==> src/rtl/uart_tx_unit.sv <==
// ---------------------------------------------------------------------------
// uart_tx_unit
//   Outbound half of the debug-link UART. It serialises one byte per accepted
//   request, LSB first: start bit, DBIT data bits, an optional even-parity
//   bit, and then the stop period. Bit timing is taken from an external 16x
//   oversampling tick (s_tick). The receiver uses the same tick.
//
//   Build option:
//     UART_TX_PARITY_EN - when this macro is defined, a PARITY state sends an
//                         even-parity bit after the data bits. When it is
//                         undefined, DATA goes straight to STOP. The setting
//                         must match the receiver.
//
//   Parameters:
//     DBIT     data bits per frame (5..8). Only din[DBIT-1:0] is sent.
//     SB_TICK  s_ticks spent in stop (16 = 1, 24 = 1.5, 32 = 2 stop bits).
//
//   Ports:
//     clk           in   system clock, rising edge
//     reset         in   asynchronous, active-high reset
//     tx_start      in   send request; sampled only while idle
//     s_tick        in   1-cycle baud tick, 16 per bit period
//     din[7:0]      in   byte to send; captured when tx_start is accepted
//     tx            out  serial line, idle high, registered
//     tx_done_tick  out  1-cycle pulse on the final stop tick
//     tx_busy       out  high while a frame is in flight
// ---------------------------------------------------------------------------
module uart_tx_unit #(
  parameter int DBIT    = 8,
  parameter int SB_TICK = 16
) (
  input  logic       clk,
  input  logic       reset,
  input  logic       tx_start,
  input  logic       s_tick,
  input  logic [7:0] din,
  output logic       tx,
  output logic       tx_done_tick,
  output logic       tx_busy
);

`ifdef UART_TX_PARITY_EN
  typedef enum logic [2:0] {IDLE, START, DATA, PARITY, STOP} state_t;

  localparam logic [7:0] DATA_MASK = 8'hFF >> (8 - DBIT);

  function automatic logic even_parity(input logic [7:0] d);
    return ^(d & DATA_MASK);
  endfunction
`else
  typedef enum logic [2:0] {IDLE, START, DATA, STOP} state_t;
`endif

  state_t      state_p0, state_nxt;
  logic [4:0]  s_p0, s_nxt;
  logic [2:0]  n_p0, n_nxt;
  logic [7:0]  shift_p0, shift_nxt;
  logic        tx_nxt;
  logic        tx_p1;
`ifdef UART_TX_PARITY_EN
  logic        par_p0, par_nxt;
`endif

  // ---- stage p0: frame sequencer state -----------------------------------
  always_ff @(posedge clk or posedge reset) begin
    if (reset) begin
      state_p0 <= IDLE;
      s_p0     <= '0;
      n_p0     <= '0;
      shift_p0 <= '0;
`ifdef UART_TX_PARITY_EN
      par_p0   <= 1'b0;
`endif
    end else begin
      state_p0 <= state_nxt;
      s_p0     <= s_nxt;
      n_p0     <= n_nxt;
      shift_p0 <= shift_nxt;
`ifdef UART_TX_PARITY_EN
      par_p0   <= par_nxt;
`endif
    end
  end

  always_comb begin
    state_nxt    = state_p0;
    s_nxt        = s_p0;
    n_nxt        = n_p0;
    shift_nxt    = shift_p0;
    tx_nxt       = 1'b1;
    tx_done_tick = 1'b0;
`ifdef UART_TX_PARITY_EN
    par_nxt      = par_p0;
`endif
    case (state_p0)
      IDLE: begin
        // s_tick is deliberately ignored here, so a frame always starts
        // with a full 16-tick start bit.
        tx_nxt = 1'b1;
        if (tx_start) begin
          shift_nxt = din;
          s_nxt     = '0;
          state_nxt = START;
`ifdef UART_TX_PARITY_EN
          par_nxt   = even_parity(din);
`endif
        end
      end
      START: begin
        tx_nxt = 1'b0;
        if (s_tick) begin
          if (s_p0 == 5'd15) begin
            s_nxt     = '0;
            n_nxt     = '0;
            state_nxt = DATA;
          end else begin
            s_nxt = s_p0 + 5'd1;
          end
        end
      end
      DATA: begin
        tx_nxt = shift_p0[0];
        if (s_tick) begin
          if (s_p0 == 5'd15) begin
            s_nxt     = '0;
            shift_nxt = shift_p0 >> 1;
            if (n_p0 == 3'(DBIT - 1)) begin
`ifdef UART_TX_PARITY_EN
              state_nxt = PARITY;
`else
              state_nxt = STOP;
`endif
            end else begin
              n_nxt = n_p0 + 3'd1;
            end
          end else begin
            s_nxt = s_p0 + 5'd1;
          end
        end
      end
`ifdef UART_TX_PARITY_EN
      PARITY: begin
        tx_nxt = par_p0;
        if (s_tick) begin
          if (s_p0 == 5'd15) begin
            s_nxt     = '0;
            state_nxt = STOP;
          end else begin
            s_nxt = s_p0 + 5'd1;
          end
        end
      end
`endif
      STOP: begin
        tx_nxt = 1'b1;
        if (s_tick) begin
          if (s_p0 == 5'(SB_TICK - 1)) begin
            // The FSM is still in STOP during this cycle, so a tx_start
            // that coincides with the done pulse waits one more cycle.
            tx_done_tick = 1'b1;
            state_nxt    = IDLE;
          end else begin
            s_nxt = s_p0 + 5'd1;
          end
        end
      end
      default: state_nxt = IDLE;
    endcase
  end

  // ---- stage p1: registered line driver, one clk behind the sequencer ----
  always_ff @(posedge clk or posedge reset) begin
    if (reset) tx_p1 <= 1'b1;
    else       tx_p1 <= tx_nxt;
  end

  assign tx      = tx_p1;
  assign tx_busy = (state_p0 != IDLE);

endmodule

==> config.mk <==
export PLATFORM = sky130hd
export DESIGN_NAME = uart_tx_unit
export DESIGN_NICKNAME = d
export VERILOG_FILES = /design/src/rtl/uart_tx_unit.sv
export SDC_FILE = /design/constraint.sdc
export NUM_CORES = 1
export LEC_CHECK = 0
export CAP_MARGIN = 30
export CELL_PAD_IN_SITES_DETAIL_PLACEMENT = 1
export CELL_PAD_IN_SITES_GLOBAL_PLACEMENT = 2
export CORE_MARGIN = 5
export CORE_UTILIZATION = 32
export CTS_BUF_LIST = sky130_fd_sc_hd__clkbuf_8
export DETAILED_ROUTE_END_ITERATION = 16
export GPL_TIMING_DRIVEN = 0
export PLACE_DENSITY_LB_ADDON = 0.1
export SLEW_MARGIN = 10
export SYNTH_ARGS = -nofsm -noshare
export SYNTH_HDL_FRONTEND = slang
export SYNTH_SLANG_ARGS = --single-unit
export TNS_END_PERCENT = 20
==> constraint.sdc <==
create_clock -name clk -period 1.85 [get_ports clk]
set_clock_uncertainty 0.15 [all_clocks]
set_input_delay 0.2775 -clock clk [delete_from_list [all_inputs] [get_ports clk]]
set_output_delay 0.2775 -clock clk [all_outputs]
set_load 0.05 [all_outputs]
==> summary.md <==
| Metric | Value |
|---|---|
| CP Class | flip-flop to output pin |
| Number of max-cap violations | 0 |
| Syn-to-layout area delta | 42.73% |
| Worst slew pin tran | 756.0 ps |
| Post-route worst setup slack | -68.49 ps |
| Hpwl dp | 2.071 mm |
| CTS Buf Count | 3 |
| Hold WC Path Type | input pin to async pin |
| Setup violations, final | 3 |
| Die width | 70.04 um |
| Longest Clk Path Bufs | 2 |
| Number of diodes | 0 |
| Failing checks | setup timing |
| Worst setup SP type | flip-flop |
| Vias in the first global route | 1060 |
| Die footprint | 0.004906 sq mm |
| Seq/Total Area, Yosys | 0.4132 |
| Vias | 1002 |
| First-pass GRT wire length | 4.940 mm |
| Synth Area per Inst | 10.21 sq um |
| Remaining DRCs | 0 |
| Fin crit share | 1.037 |
| Initial drt markers | 26 |
| Share of cells above drive strength 1 | 0.3581 |
| Synth warnings | 0 |
| Int Pwr | 0.001558 W |
| Cts hold-fix bufs | 0 |
| Tot GR Track Use | 0.1237 |
| Final count of pins violating max slew | 0 |
| Synthesized cell area | 0.001154 sq mm |
| DR WL/cell | 15.70 um |
| CTS tree | yes |
| Combinational share of power | 0.632 |
| DRT Wirelength | 3.046 mm |
| Starting Density | 0.3377 |
| Final global-route overflow total | 0 |
| Worst setup EP type | output pin |
| I/O pin cnt | 15 |
| Max VDD drop | 0.7357 mV |
| CTS Sinks | 19 |
| Number of flops mapped to enable cells by yosys | 0 |
| Fmax achieved | 521.2 MHz |
| Final min period | 1918 ps |
| RSZ-0062 raised after global routing | yes |
| Gpl congestion | 0.7488 |
| Post-synth ARST share | 1.000 |
| Initial antenna violation count | 0 |
| Port bufs | 14 |
| CTS root buf | clkbuf_8 |
| Footprint of the multi-input gates | 694.4 sq um |
| Core area | 0.003416 sq mm |
| Net load switching power | 0.001088 W |
| Setup_tns | -98.18 ps |
| Reg area | 478.0 sq um |
| Post-Layout Cell Count | 194 |
| Max-slew headroom | 0.4955 |
| Final hold violation count | 0 |
| Largest net degree at the start of global routing | 20 |
| Syn nets | 133 |
| Power per cell area | 1607 mW/mm^2 |
| Post-synth top flop | dfrtp_1 |
| Design Area, Final | 0.001647 sq mm |
| Via density | 5.165 |
| Cell variety after synth | 36 |
| Clock share of power | 0.115 |
| H-tree levels | 1 |
| Leakage power | 0.6522 nW |
| Worst EP required | 1420 ps |
| Placement Cell Area | 0.001354 sq mm |
| # rows | 21 |
| Layout filler cell count | 384 |
| Clock transition at path regs | 80 ps |
| Total iterations of the first detailed-routing run | 3 |
| Post-route ant nets | 0 |
| # nets final | 169 |
| Critical path arrival | 1490 ps |
| # placed instances | 173 |
| Post-Syn Instances | 113 |
| Critical-path maximum fanout | 5 |
| Sw Ratio | 0.4112 |
| Reg power frac | 0.252 |
| Worst-Skew Late Latency | 260 ps |
| Yosys reg bits | 19 |
| Die Span Y | 70.04 um |
| Outcome | finished, violations left |
registers in the layout (all words and copies together) (netlist names):
signal,count
state_p0,2
n_p0,3
shift_p0,8
s_p0,5
tx,1
critical path: stages, from the launching register on:
cell and delay (ps):
dfrtp_1 390, ha_4 170, and4b_1 210, buf_6 130
nand2_8 60, nor2_4 130, buf_8 150
worst paths after layout:
check	from	to	slack, ps	depth (start not counted)
setup / recovery	s_p0[1]$_DFFE_PP0P_	tx_done_tick	-70	6
hold / removal	reset	shift_p0[4]$_DFFE_PP0P_	290	2
setup reg to reg	state_p0[0]$_DFFE_PP0P_	shift_p0[4]$_DFFE_PP0P_	-30	9
hold reg to reg	shift_p0[4]$_DFFE_PP0P_	shift_p0[4]$_DFFE_PP0P_	370	1
max in group asynchronous	reset	state_p0[1]$_DFFE_PP0P_	730	2
min in group clk	shift_p0[4]$_DFFE_PP0P_	shift_p0[4]$_DFFE_PP0P_	370	1
repair_timing:
item / in CTS / in global routing
gates resized for setup: 20 / 19
setup endpoints to repair: 15 / 18
setup buffers: 2 / 15
gates cloned: 0 / 0
pin swaps: 0 / 4
cell type report:
| cell class | instances | area share |
|---|---|---|
| flip-flops and latches | 19 | 0.2903 |
| multi-input cells | 81 | 0.4217 |
| well taps | 46 | 0.03495 |
| plain buffers | 4 | 0.02356 |
| clock inverters | 1 | 0.003040 |
| inverters | 9 | 0.02052 |
| repair buffers | 31 | 0.1809 |
| clock buffers | 3 | 0.02508 |
synthesized netlist by cell type (2+ instances only):
library cell   n  area (sq um)
a21oi_1        4         20.02
a2bb2oi_2      4         60.06
buf_6          3         33.78
dfrtp_1       18         450.4
ha_1           8         100.1
inv_1          9         33.78
nand2_1        8         30.03
nand3_1        7         35.03
nor2_1         8         30.03
o21ai_0       10         50.05
o22ai_1        6         37.54
o311ai_0       2         17.52
o31ai_1        2         15.01
o32ai_1        2         17.52
layout by cell type (no fill, tap or decap), types with 2 or more instances in the layout:
| master | instances |
|---|---|
| clkbuf_8 | 3 |
| clkdlybuf4s50_1 | 11 |
| o32ai_1 | 2 |
| inv_2 | 3 |
| nand3_1 | 6 |
| o22ai_1 | 4 |
| ha_1 | 5 |
| o22ai_2 | 2 |
| ha_4 | 3 |
| o21ai_0 | 9 |
| dfrtp_1 | 17 |
| nor2_1 | 6 |
| a21oi_1 | 4 |
| nor2_4 | 2 |
| nand2_1 | 8 |
| inv_1 | 6 |
| a2bb2oi_2 | 4 |
| o311ai_0 | 2 |
| o31ai_1 | 2 |
| buf_12 | 2 |
| buf_6 | 4 |
| buf_4 | 15 |
logic make-up (layout without fill, tap and decap cells):
logic type	after synthesis	in the layout	synth area share
AOI/OAI and AO/OA	40	40	0.2766
and+or+nand+nor	31	31	0.1388
DFF	19	19	0.4132
buffers and inverters	13	48	0.06616
adders and majority gates	8	8	0.08677
muxes	2	2	0.01844
through the flow:
step	util	worst slack [ps]	hold slack [ps]	power [W]
2_1_floorplan	-	37.74	77.89	0.001591
3_3_place_gp	0.3963	-519.0	325.6	0.001855
3_5_place_dp	0.3963	-555.9	336.8	0.001896
4_1_cts	0.4227	-136.4	326.7	0.002285
5_1_grt	0.4821	-141.6	360.5	0.002845
6_report	0.4821	-68.49	293.9	0.002646
per-layer routing:
layer  track usage  vias up  share of wire
li1              -      492              -
met1        0.1645      491           0.48
met2        0.1931       13           0.48
met3       0.02726        6          0.026
met4       0.05106        0          0.014
met5             0        -              0
power by group through the flow:
stage | clock network [W] | logic [W] | registers (W)
finish | 0.000304 | 0.00167 | 0.000668
global route | 0.000336 | 0.00182 | 0.000684
CTS | 0.000319 | 0.00131 | 0.000655
detailed placement | 0 | 0.00123 | 0.000665
global placement | 0 | 0.00120 | 0.000655
floorplan | 0 | 0.000918 | 0.000673
(Power assumes the default switching activity.)
